==> src/rtl/serial_subtractor_if.sv <==
// serial_subtractor_if: valid/ready operand and result bundle for serial_subtractor
interface serial_subtractor_if #(parameter int WIDTH = 4);
    logic             in_valid, in_ready, bin, out_valid, out_ready, bout;
    logic [WIDTH-1:0] a, b, d;
    modport master(output in_valid, a, b, bin, out_ready, input in_ready, out_valid, d, bout);
    modport slave(input in_valid, a, b, bin, out_ready, output in_ready, out_valid, d, bout);
endinterface

==> src/rtl/serial_subtractor.sv <==
// serial_subtractor: bit-serial a - b - bin, LSB first, one full-subtractor cell
module serial_subtractor #(
    parameter int WIDTH = 4,
    localparam int CNT_W = $clog2(WIDTH + 1)
) (
    input logic clk,
    input logic rst,
    serial_subtractor_if.slave bus
);
    typedef enum logic [1:0] {IDLE, RUN, DONE} state_t;
    state_t state, state_n;
    logic [WIDTH-1:0] a_sr, b_sr, d_sr;
    logic [CNT_W-1:0] cnt;
    logic borrow, diff, borrow_n, last, x, y;
    // state register
    always_ff @(posedge clk)
        state <= rst ? IDLE : state_n;
    // next state and handshake outputs decoded from state only
    always_comb begin
        last = cnt == CNT_W'(WIDTH - 1);
        state_n = (state == IDLE && bus.in_valid) ? RUN :
                  (state == RUN && last) ? DONE :
                  (state == DONE && bus.out_ready) ? IDLE : state;
        bus.in_ready = state == IDLE;
        bus.out_valid = state == DONE;
    end
    // full-subtractor cell on the current LSBs
    always_comb begin
        x = a_sr[0];
        y = b_sr[0];
        diff = x ^ y ^ borrow;
        borrow_n = (~x & y) | (~(x ^ y) & borrow);
    end
    // operand capture, serial shift, borrow flop and bit counter
    always_ff @(posedge clk) begin
        if (rst) begin
            a_sr <= '0;
            b_sr <= '0;
            d_sr <= '0;
            borrow <= 1'b0;
            cnt <= '0;
        end else if (state == IDLE && bus.in_valid) begin
            a_sr <= bus.a;
            b_sr <= bus.b;
            borrow <= bus.bin;
            cnt <= '0;
        end else if (state == RUN) begin
            a_sr <= a_sr >> 1;
            b_sr <= b_sr >> 1;
            d_sr <= WIDTH'({diff, d_sr} >> 1);
            borrow <= borrow_n;
            cnt <= cnt + CNT_W'(1);
        end
    end
    assign bus.d = d_sr;
    assign bus.bout = borrow;
endmodule

==> src/flat_wrapper.sv <==
// flat-port wrapper written by rule: the top's interface ports become plain ports
module serial_subtractor_flat 
#(
    parameter int WIDTH = 4,
    localparam int CNT_W = $clog2(WIDTH + 1)
)
  (clk, rst, bus_in_valid, bus_a, bus_b, bus_bin, bus_out_ready, bus_in_ready, bus_out_valid, bus_d, bus_bout);
  serial_subtractor_if #(.WIDTH(WIDTH)) bus_i ();
  input logic clk;
  input logic rst;
  input wire logic [$bits(bus_i.in_valid)-1:0] bus_in_valid;
  input wire logic [$bits(bus_i.a)-1:0] bus_a;
  input wire logic [$bits(bus_i.b)-1:0] bus_b;
  input wire logic [$bits(bus_i.bin)-1:0] bus_bin;
  input wire logic [$bits(bus_i.out_ready)-1:0] bus_out_ready;
  output wire logic [$bits(bus_i.in_ready)-1:0] bus_in_ready;
  output wire logic [$bits(bus_i.out_valid)-1:0] bus_out_valid;
  output wire logic [$bits(bus_i.d)-1:0] bus_d;
  output wire logic [$bits(bus_i.bout)-1:0] bus_bout;
  assign bus_i.in_valid = bus_in_valid;
  assign bus_i.a = bus_a;
  assign bus_i.b = bus_b;
  assign bus_i.bin = bus_bin;
  assign bus_i.out_ready = bus_out_ready;
  assign bus_in_ready = bus_i.in_ready;
  assign bus_out_valid = bus_i.out_valid;
  assign bus_d = bus_i.d;
  assign bus_bout = bus_i.bout;
  serial_subtractor #(.WIDTH(WIDTH)) u_core (.clk(clk), .rst(rst), .bus(bus_i));
endmodule
==> config.mk <==
export PLATFORM = sky130hd
export DESIGN_NAME = serial_subtractor_flat
export DESIGN_NICKNAME = d
export VERILOG_FILES = /design/src/rtl/serial_subtractor_if.sv /design/src/rtl/serial_subtractor.sv /design/src/flat_wrapper.sv
export SDC_FILE = /design/constraint.sdc
export NUM_CORES = 1
export LEC_CHECK = 0
export ABC_CLOCK_PERIOD_IN_PS = 2000
export CORE_MARGIN = 1.5
export CORE_UTILIZATION = 50
export DETAILED_ROUTE_END_ITERATION = 10
export HOLD_SLACK_MARGIN = 0.06
export PLACE_DENSITY = 0.8
export SLEW_MARGIN = 0
export SYNTH_ARGS = -nofsm -noshare
export SYNTH_HDL_FRONTEND = slang
export SYNTH_SLANG_ARGS = --single-unit
==> constraint.sdc <==
create_clock -name clk -period 2 [get_ports clk]
set_clock_uncertainty 0.2 [all_clocks]
set_input_delay 0.5 -clock clk [delete_from_list [all_inputs] [get_ports clk]]
set_output_delay 0.5 -clock clk [all_outputs]
set_load 0.01 [all_outputs]
== Yosys cells after proc, flatten, opt, wreduce, memory -nomap -nowiden ==
Cells that the tools add are included.

* Word-level logic and storage cells: 37
* Input bits: 13
* Register bits: 18
* Output and inout bits: 7

* Reduce and logical (&&, ||, !) cells: 9
* $add $sub $neg: 1
* Bitwise logic cells: 8
* Equal/unequal tests: 3
* Muxes and demuxes: 9

{| class="wikitable"
|+ Operator list
! kind !! count
|-
| 4-bit 2-to-1 mux || 4
|-
| 2-bit 2-to-1 mux || 2
|-
| 2-bit nonzero test || 2
|-
| 3-bit by 1-bit adder with 3-bit output, second input constant || 1
|-
| 3-bit by 2-bit == test with 1-bit output, second input constant || 1
|-
| 1-bit logical AND || 3
|-
| 1-bit 2-to-1 mux || 3
|-
| 1-bit inverter || 3
|-
| 3-bit nonzero test || 1
|-
| 1-bit AND || 2
|-
| 2-bit by 1-bit == test with 1-bit output, second input constant || 1
|-
| 2-bit == test, second input constant || 1
|-
| 2-bit zero test || 1
|-
| 2-bit AND reduction || 1
|-
| 2-bit OR reduction || 1
|-
| 1-bit bitwise XOR || 2
|-
| 1-bit bitwise OR || 1
|}

== Longest topological paths before layout ==
Gate-level depths: netlist (run 1).

* Word-level depth: 6
* Mapped depth: 5
* Depth with buffers taken out: 5

== Worst setup path after synthesis (run 1) ==
No wires, ideal clock.

* Path kind: input port to flip-flop
* Start: input port bus_in_valid
* End: register u_core.b_sr[2]
* Setup time: 132 ps
* Required time: 1,668 ps
* Setup slack: 536 ps
* Stages on the path: 4
* Buffers on the path: 1
* Arrival time: 1,132 ps
* Cell sequence: or3b_1 buf_2 nor2_1 a311oi_2

* Word-level cells in the longest chain between the ends: 2
* Elaborated cells on any way between the ends: 3
* Those cells by class: 1 x mux; 2 x reduce/logical

{| class="wikitable"
|+ Ends and longest elaborated chain
! item !! line !! text
|-
| from (decl) || flat_wrapper.sv:11 || <nowiki>input wire logic [$bits(bus_i.in_valid)-1:0] bus_in_valid;</nowiki>
|-
| 1-bit logical AND (*) || serial_subtractor.sv:42 || <nowiki>end else if (state == IDLE && bus.in_valid) begin</nowiki>
|-
| 4-bit 2-to-1 mux or 2-bit nonzero test (tied branches) || - ||
|-
| to (signal assigned) || serial_subtractor.sv:44 || <nowiki>b_sr <= bus.b;</nowiki>
|-
| to (signal assigned) || serial_subtractor.sv:49 || <nowiki>b_sr <= b_sr >> 1;</nowiki>
|-
| to (decl) || serial_subtractor.sv:12 || <nowiki>logic [WIDTH-1:0] a_sr, b_sr, d_sr;</nowiki>
|}

Mark *: on every way between the ends. The rest lies on a longest branch, timed or not.
A chain may end at the register's enable or synchronous reset.

== Final worst setup path (run 1) ==
* Start: register u_core.d_sr[3], in the netlist u_core.bus.d[3]
* End: output port bus_d[3]

{| class="wikitable"
|+ RTL lines
! item !! line !! text
|-
| from (decl) || serial_subtractor.sv:12 ||
|-
| from (signal assigned) || serial_subtractor.sv:50 || <nowiki>d_sr <= WIDTH'({diff, d_sr} >> 1);</nowiki>
|-
| to (decl) || flat_wrapper.sv:18 || <nowiki>output wire logic [$bits(bus_i.d)-1:0] bus_d;</nowiki>
|}

No word-level cell between the ends.

==> results of run 1 <==
flip-flops by register name, indices dropped and copies added, names as in the netlist:
name,cells
u_core.a_sr,4
u_core.bus.d,4
u_core.cnt,3
u_core.state,2
u_core.b_sr,4
u_core.bus.bout,1
kinds of logic (layout without fill, tap and decap cells):
family                   Yosys count  after routing  share of synthesized area
AND/OR/NAND/NOR                   36             36                      0.204
AO/OA/AOI/OAI                     25             25                      0.219
flip-flops                        18             18                      0.431
buffers and inverters             11             32                     0.0704
adder cells (fa/ha/maj)            3              3                     0.0539
XOR/XNOR                           1              1                     0.0105
multiplexers                       1              1                     0.0120
placed cells by master (no fill, tap or decap), types with 3 or more instances in the layout:
cell type and instances:
sky130_fd_sc_hd__a211oi_1 4, sky130_fd_sc_hd__a21oi_1 11, sky130_fd_sc_hd__buf_4 5, sky130_fd_sc_hd__clkbuf_4 3, sky130_fd_sc_hd__clkdlybuf4s50_1 17, sky130_fd_sc_hd__dfxtp_1 17
sky130_fd_sc_hd__inv_1 5, sky130_fd_sc_hd__nand2_1 17, sky130_fd_sc_hd__nor2_1 10
worst max-delay path by stage:
stage / slack [ps] / cells past startpoint / end / start
3_5_place_dp: -50 / 4 / u_core.b_sr[2]$_SDFFE_PP0P_ / bus_in_valid
6_report: 110 / 1 / bus_d[3] / u_core.bus.d[3]$_SDFFE_PP0P_
2_1_floorplan: 540 / 4 / u_core.b_sr[2]$_SDFFE_PP0P_ / bus_in_valid
5_1_grt: 60 / 1 / bus_d[1] / u_core.bus.d[1]$_SDFFE_PP0P_
4_1_cts: 100 / 1 / bus_d[3] / u_core.bus.d[3]$_SDFFE_PP0P_
3_3_place_gp: -40 / 4 / u_core.b_sr[2]$_SDFFE_PP0P_ / bus_in_valid
metal layers:
layer / wire [um] / vias up / global-route usage
met5: 0 / - / 0
li1: - / 367 / -
met1: 615 / 328 / 0.218
met4: 35 / 0 / 0.109
met3: 59 / 5 / 0.0250
met2: 849 / 16 / 0.347
power breakdown:
group | switching, W | internal, W
combinational | 0.0000675 | 0.0000766
clock | 0.000104 | 0.0000701
sequential | 0.0000181 | 0.000383
total | 0.000190 | 0.000529
metrics by stage:
step,area [um^2],utilization,total power (W)
detailed placement,1040,0.677,0.000556
finish,1070,0.692,0.000719
global placement,1040,0.677,0.000551
global route,1070,0.692,0.000757
CTS,1070,0.692,0.000726
floorplan,836,-,0.000501
final cells by class:
cell class | instances | area (um^2) | area share
inverter | 5 | 18.8 | 0.0176
tap | 16 | 20.0 | 0.0188
multi-input combinational | 66 | 417 | 0.390
clock buffer | 3 | 22.5 | 0.0211
timing repair buffer | 24 | 225 | 0.211
sequential | 18 | 364 | 0.341
cells in the mapped netlist:
master	number
sky130_fd_sc_hd__buf_2	2
sky130_fd_sc_hd__nand3_1	2
sky130_fd_sc_hd__buf_4	2
sky130_fd_sc_hd__a211oi_2	2
sky130_fd_sc_hd__fa_1	1
sky130_fd_sc_hd__nor3_1	2
sky130_fd_sc_hd__buf_6	1
sky130_fd_sc_hd__a211oi_1	4
sky130_fd_sc_hd__ha_1	2
sky130_fd_sc_hd__nor2_1	10
sky130_fd_sc_hd__inv_1	5
sky130_fd_sc_hd__nor3b_4	1
sky130_fd_sc_hd__nor2b_2	1
sky130_fd_sc_hd__mux2i_1	1
sky130_fd_sc_hd__o21ai_0	1
sky130_fd_sc_hd__dfxtp_1	18
sky130_fd_sc_hd__xnor2_1	1
sky130_fd_sc_hd__a2111oi_2	1
sky130_fd_sc_hd__a21oi_1	11
sky130_fd_sc_hd__nand2b_1	2
sky130_fd_sc_hd__a21o_1	2
sky130_fd_sc_hd__clkbuf_1	1
sky130_fd_sc_hd__o22ai_1	2
sky130_fd_sc_hd__nand2_1	17
sky130_fd_sc_hd__a311oi_2	1
sky130_fd_sc_hd__o21ba_2	1
sky130_fd_sc_hd__or3b_1	1
==> results.txt, run 1 <==
----------------------------------------------------
[Cells and area]
  Diodes inserted ... 0
  Share of cells above drive strength 1 ... 0.138
  Final Non-Filler Cells ... roughly 130
  # fillers ... approximately 120
  Final layout net count ... about 130
  Area Growth Syn to Fin ... 27.7%

[Timing]
  Worst hold slack across all endpoints ... around 270 ps
  Endpoints failing setup ... 0
  Period minus WS final ... 1890 ps
  Upper clock frequency limit ... about 530 MHz
  Final setup margin ... 112 ps
  TNS Setup ... 0 ps
  Transition time at the pin with the least slew margin ... 407 ps
  Unrepaired setup endpoints after global routing ... false
  Final hold violations ... 0
  Worst slew margin ... 0.728
  Final period util ... 0.944
  Final slew viol count ... 0

[Floorplanning]
  Horiz. Die Dim ... approximately 44 um
  Core area ... 0.00154 mm^2
  Effective utilization at floorplan ... 0.542
  I/O pin cnt ... 20
  Std cell rows ... 14
  Die outline height ... about 44 um
  Die outline area ... 0.00193 mm^2

[Yosys]
  Cell count after synthesis ... 95
  Dominant cells by area after synthesis ... sky130_fd_sc_hd__dfxtp_1, sky130_fd_sc_hd__nand2_1, sky130_fd_sc_hd__a21oi_1, sky130_fd_sc_hd__nor2_1, sky130_fd_sc_hd__a211oi_1
  Library cell with the largest summed area after synthesis ... sky130_fd_sc_hd__dfxtp_1
  Number of different library cells in the post-synthesis netlist ... 27
  Post-synthesis sequential area ratio ... 0.431
  Average footprint of a synthesized cell ... 8.80 um^2
  Number of synthesized register bits ... 18
  Number of nets produced by synthesis ... approximately 110
  Synthesized cell area ... 836 um^2
  Number of warnings printed during yosys synthesis ... 0
  Share of the synthesized area in the top cell type ... 0.431

[Worst setup path]
  Worst r2r dst ... u_core.b_sr[2]$_SDFFE_PP0P_
  Startpoint kind of the worst setup timing path ... flip-flop
  Series of cell instances along the critical path ... clkdlybuf4s50_1
  Highest cell delay on the worst timing path ... 540 ps
  Worst path required time ... roughly 1300 ps
  Cell type of the slowest stage on the worst timing path ... sky130_fd_sc_hd__clkdlybuf4s50_1
  Setup slack of the worst register-to-register path ... 440 ps
  Number of cells traversed by the worst register-to-register path ... 4
  Crit. End Element ... primary output
  Top cell family by delay on the critical path ... buffers and inverters
  Critical R2R Launch ... u_core.state[1]$_SDFFE_PP0P_
  Buffering stage count on the worst path with inverters included ... 1
  Worst Path Max Fanout ... 3
  Type of the worst setup path ... flip-flop to primary output
  Worst Path Arrival ... 1190 ps

[Drt]
  Via count of the routed design ... roughly 720
  Ratio of routed vias to standard cells ... ~5.4
  Iteration-0 DRC count of the detailed router ... 18
  DR WL/cell ... approximately 12 um
  DRC violation count after routing ... 0
  Final wirelength ... ~1600 um
  Antenna viol nets, final ... 0
  Number of iterations in the first detailed-routing pass ... 4

[Global route]
  Vias in the first global route ... approximately 670
  Initial antenna violation count ... 0
  Maximum number of pins on one net before global-route repair ... 14
  Global-route wire length before repair ... 2750 um
  All-Layer GR Usage ... 0.194
  Total overflow reported by the global router ... 0

[Pwr]
  Leakage power ... 0.404 nW
  Power density of the placed cells ... slightly below 700 mW/mm^2
  Max VDD drop ... 0.465 mV

[Clock tree]
  H-Tree Depth ... 1
  CTS Buf Count ... 3
  Post-CTS repair timing setup buffer count ... 0
  Clock tree root buffer cell ... sky130_fd_sc_hd__clkbuf_4
  Worst-Skew Late Latency ... approximately 290 ps
  Sink Count ... 18
  Clock slew seen by the registers of the worst setup and hold paths ... 100 ps
  Hold buffers post-CTS ... 0
  Number of gates resized after cts ... 4
  TritonCTS clock tree ... yes
  Maximum buffer depth of the clock tree ... 2

[Placement]
  Placed wire-length estimate after detailed placement ... around 1200 um
  Final weighted congestion in routability-driven placement ... just under 0.8
  Dpl ws ... -54.4 ps
  PortBufs ... 19
  Placed Instances ... approximately 130

[Job]
  Number of max-capacitance violations reported ... 0

[Hold path]
  WHS Endpoint ... u_core.a_sr[1]$_SDFFE_PP0P_
  Min-Delay Path Class ... flip-flop to flip-flop
  Worst hold path depth ... 2
  Worst min-delay path startpoint ... u_core.a_sr[2]$_SDFFE_PP0P_

[Run status]
  Run status ... finished, final reports clean

----------------------------------------------------
Power figures use the tool's default switching activity.
==> run 2: changes to the inputs <==
- CORE_UTILIZATION: 50 -> 51
- PLACE_DENSITY: 0.8 -> 0.82
==> results.txt, run 2 (synthesis gave the netlist of run 1 again) <==
----------------------------------------------------
[Drt]
  Number of iterations in the first detailed-routing pass ... 4 (unchanged)
  DRC violation count after routing ... 0 (unchanged)
  Antenna viol nets, final ... 0 (unchanged)
  Via count of the routed design ... 712 (was 716)
  Final wirelength ... 1540 um (was 1560 um)
  Ratio of routed vias to standard cells ... 5.35 (was 5.42)
  Iteration-0 DRC count of the detailed router ... 17 (was 18)
  DR WL/cell ... 11.6 um (was 11.8 um)

[Hold path]
  Min-Delay Path Class ... flip-flop to flip-flop (unchanged)
  Worst hold path depth ... 2 (unchanged)

[Worst setup path]
  Cell type of the slowest stage on the worst timing path ... sky130_fd_sc_hd__clkdlybuf4s50_1 (unchanged)
  Buffering stage count on the worst path with inverters included ... 1 (unchanged)
  Top cell family by delay on the critical path ... buffers and inverters (unchanged)
  Highest cell delay on the worst timing path ... 540 ps (about the same)
  Worst path required time ... 1300 ps (about the same)
  Critical path depth in cells ... 1 (unchanged)
  Type of the worst setup path ... flip-flop to primary output (unchanged)
  Setup slack of the worst register-to-register path ... 440 ps (about the same)
  Worst Path Arrival ... 1180 ps (was 1190 ps)
  Worst Path Max Fanout ... 3 (unchanged)
  Startpoint kind of the worst setup timing path ... flip-flop (unchanged)
  Series of cell instances along the critical path ... clkdlybuf4s50_1 (unchanged)
  Number of cells traversed by the worst register-to-register path ... 4 (unchanged)
  Crit. End Element ... primary output (unchanged)

[Pwr]
  Leakage power ... 0.412 nW (was 0.404 nW)
  Power density of the placed cells ... 709 mW/mm^2 (was 674 mW/mm^2)
  Max VDD drop ... 0.460 mV (was 0.465 mV)
  Total power draw ... 0.000766 W (was 0.000719 W)

[Placement]
  Placed Instance Area ... 0.00104 mm^2 (unchanged)
  Placed Instances ... 129 (unchanged)
  PortBufs ... 19 (unchanged)
  Dpl ws ... -56.6 ps (was -54.4 ps)
  Placed wire-length estimate after detailed placement ... 1150 um (was 1220 um)
  Final weighted congestion in routability-driven placement ... 0.738 (was 0.768)

[Cells and area]
  Final layout net count ... 134 (unchanged)
  Diodes inserted ... 0 (unchanged)
  Final Non-Filler Cells ... 133 (was 132)
  Most frequent cells in the layout ... sky130_fd_sc_hd__nand2_1, sky130_fd_sc_hd__clkdlybuf4s50_1, sky130_fd_sc_hd__dfxtp_1, sky130_fd_sc_hd__a21oi_1, sky130_fd_sc_hd__nor2_1 (unchanged)
  # fillers ... 125 (was 121)
  Area Growth Syn to Fin ... 29.3% (was 27.7%)
  Share of cells above drive strength 1 ... 0.145 (was 0.138)
  Final instance area ... 0.00108 mm^2 (was 0.00107 mm^2)

[Timing]
  Upper clock frequency limit ... 531 MHz (was 530 MHz)
  Worst slew margin ... 0.699 (was 0.728)
  Final setup margin ... 116 ps (was 112 ps)
  Period minus WS final ... 1880 ps (was 1890 ps)
  Transition time at the pin with the least slew margin ... 451 ps (was 407 ps)
  Unrepaired setup endpoints after global routing ... false (unchanged)
  Endpoints failing setup ... 0 (unchanged)
  Final hold violations ... 0 (unchanged)
  Final slew viol count ... 0 (unchanged)
  Worst hold slack across all endpoints ... 258 ps (was 267 ps)
  Final period util ... 0.942 (was 0.944)

[Clock tree]
  Worst-Skew Late Latency ... 290 ps (about the same)
  H-Tree Depth ... 1 (unchanged)
  TritonCTS clock tree ... yes (unchanged)
  Sink Count ... 18 (unchanged)
  Clock tree root buffer cell ... sky130_fd_sc_hd__clkbuf_4 (unchanged)
  Post-CTS repair timing setup buffer count ... 0 (unchanged)
  Maximum buffer depth of the clock tree ... 2 (unchanged)
  CTS Buf Count ... 3 (unchanged)
  Clock slew seen by the registers of the worst setup and hold paths ... 100 ps (about the same)
  Number of gates resized after cts ... 4 (unchanged)
  Hold buffers post-CTS ... 0 (unchanged)

[Job]
  Number of max-capacitance violations reported ... 0 (unchanged)

[Floorplanning]
  Effective utilization at floorplan ... 0.548 (was 0.542)
  Die outline area ... 0.00189 mm^2 (was 0.00193 mm^2)
  Horiz. Die Dim ... 43.5 um (was 43.9 um)
  Core area ... 0.00152 mm^2 (was 0.00154 mm^2)
  Std cell rows ... 14 (unchanged)
  Die outline height ... 43.5 um (was 43.9 um)
  I/O pin cnt ... 20 (unchanged)

[Run status]
  Run status ... finished, final reports clean (unchanged)

[Global route]
  All-Layer GR Usage ... 0.195 (was 0.194)
  Maximum number of pins on one net before global-route repair ... 14 (unchanged)
  Global-route wire length before repair ... 2790 um (was 2750 um)
  Initial antenna violation count ... 0 (unchanged)
  Vias in the first global route ... 686 (was 668)
  Total overflow reported by the global router ... 0 (unchanged)

----------------------------------------------------
[run 2: routing by layer]
metal  wire length, um  track usage  up-vias
met5                 0            0        -
met3                51       0.0292        0
met4                 0       0.0667        0
li1                  -            -      367
met1               663        0.230      331
met2               830        0.358       14
[run 2: worst paths after layout]
check,from,endpoint
setup / recovery,u_core.bus.d[1]$_SDFFE_PP0P_,bus_d[1]
hold / removal,u_core.bus.d[0]$_SDFFE_PP0P_,u_core.bus.d[0]$_SDFFE_PP0P_
setup reg to reg,u_core.state[1]$_SDFFE_PP0P_,u_core.b_sr[2]$_SDFFE_PP0P_
hold reg to reg,u_core.bus.d[0]$_SDFFE_PP0P_,u_core.bus.d[0]$_SDFFE_PP0P_
[run 2: worst min-delay path, stage by stage, from the launching register on]
cell	delay, ps
sky130_fd_sc_hd__dfxtp_1	320
sky130_fd_sc_hd__nand2_1	50
sky130_fd_sc_hd__a21oi_1	50
[run 2: power breakdown]
| part | switching [W] | internal, W |
|---|---|---|
| clock network | 0.000110 | 0.000111 |
| registers | 0.0000182 | 0.000383 |
| logic | 0.0000675 | 0.0000766 |
| total | 0.000196 | 0.000570 |
[run 2: cell type report]
class / instances / area, um^2 / area share
multi-input cells: 66 / 417 / 0.385
repair buffers: 24 / 225 / 0.208
well taps: 16 / 20.0 / 0.0185
flip-flops and latches: 18 / 364 / 0.337
clock buffers: 4 / 36.3 / 0.0336
inverters: 5 / 18.8 / 0.0174
[run 2: metrics by stage]
stage           util  setup TNS, ps
6_report       0.709              0
5_1_grt        0.709              0
4_1_cts        0.709              0
3_5_place_dp   0.685           -168
3_3_place_gp   0.685           -110
2_1_floorplan      -              0
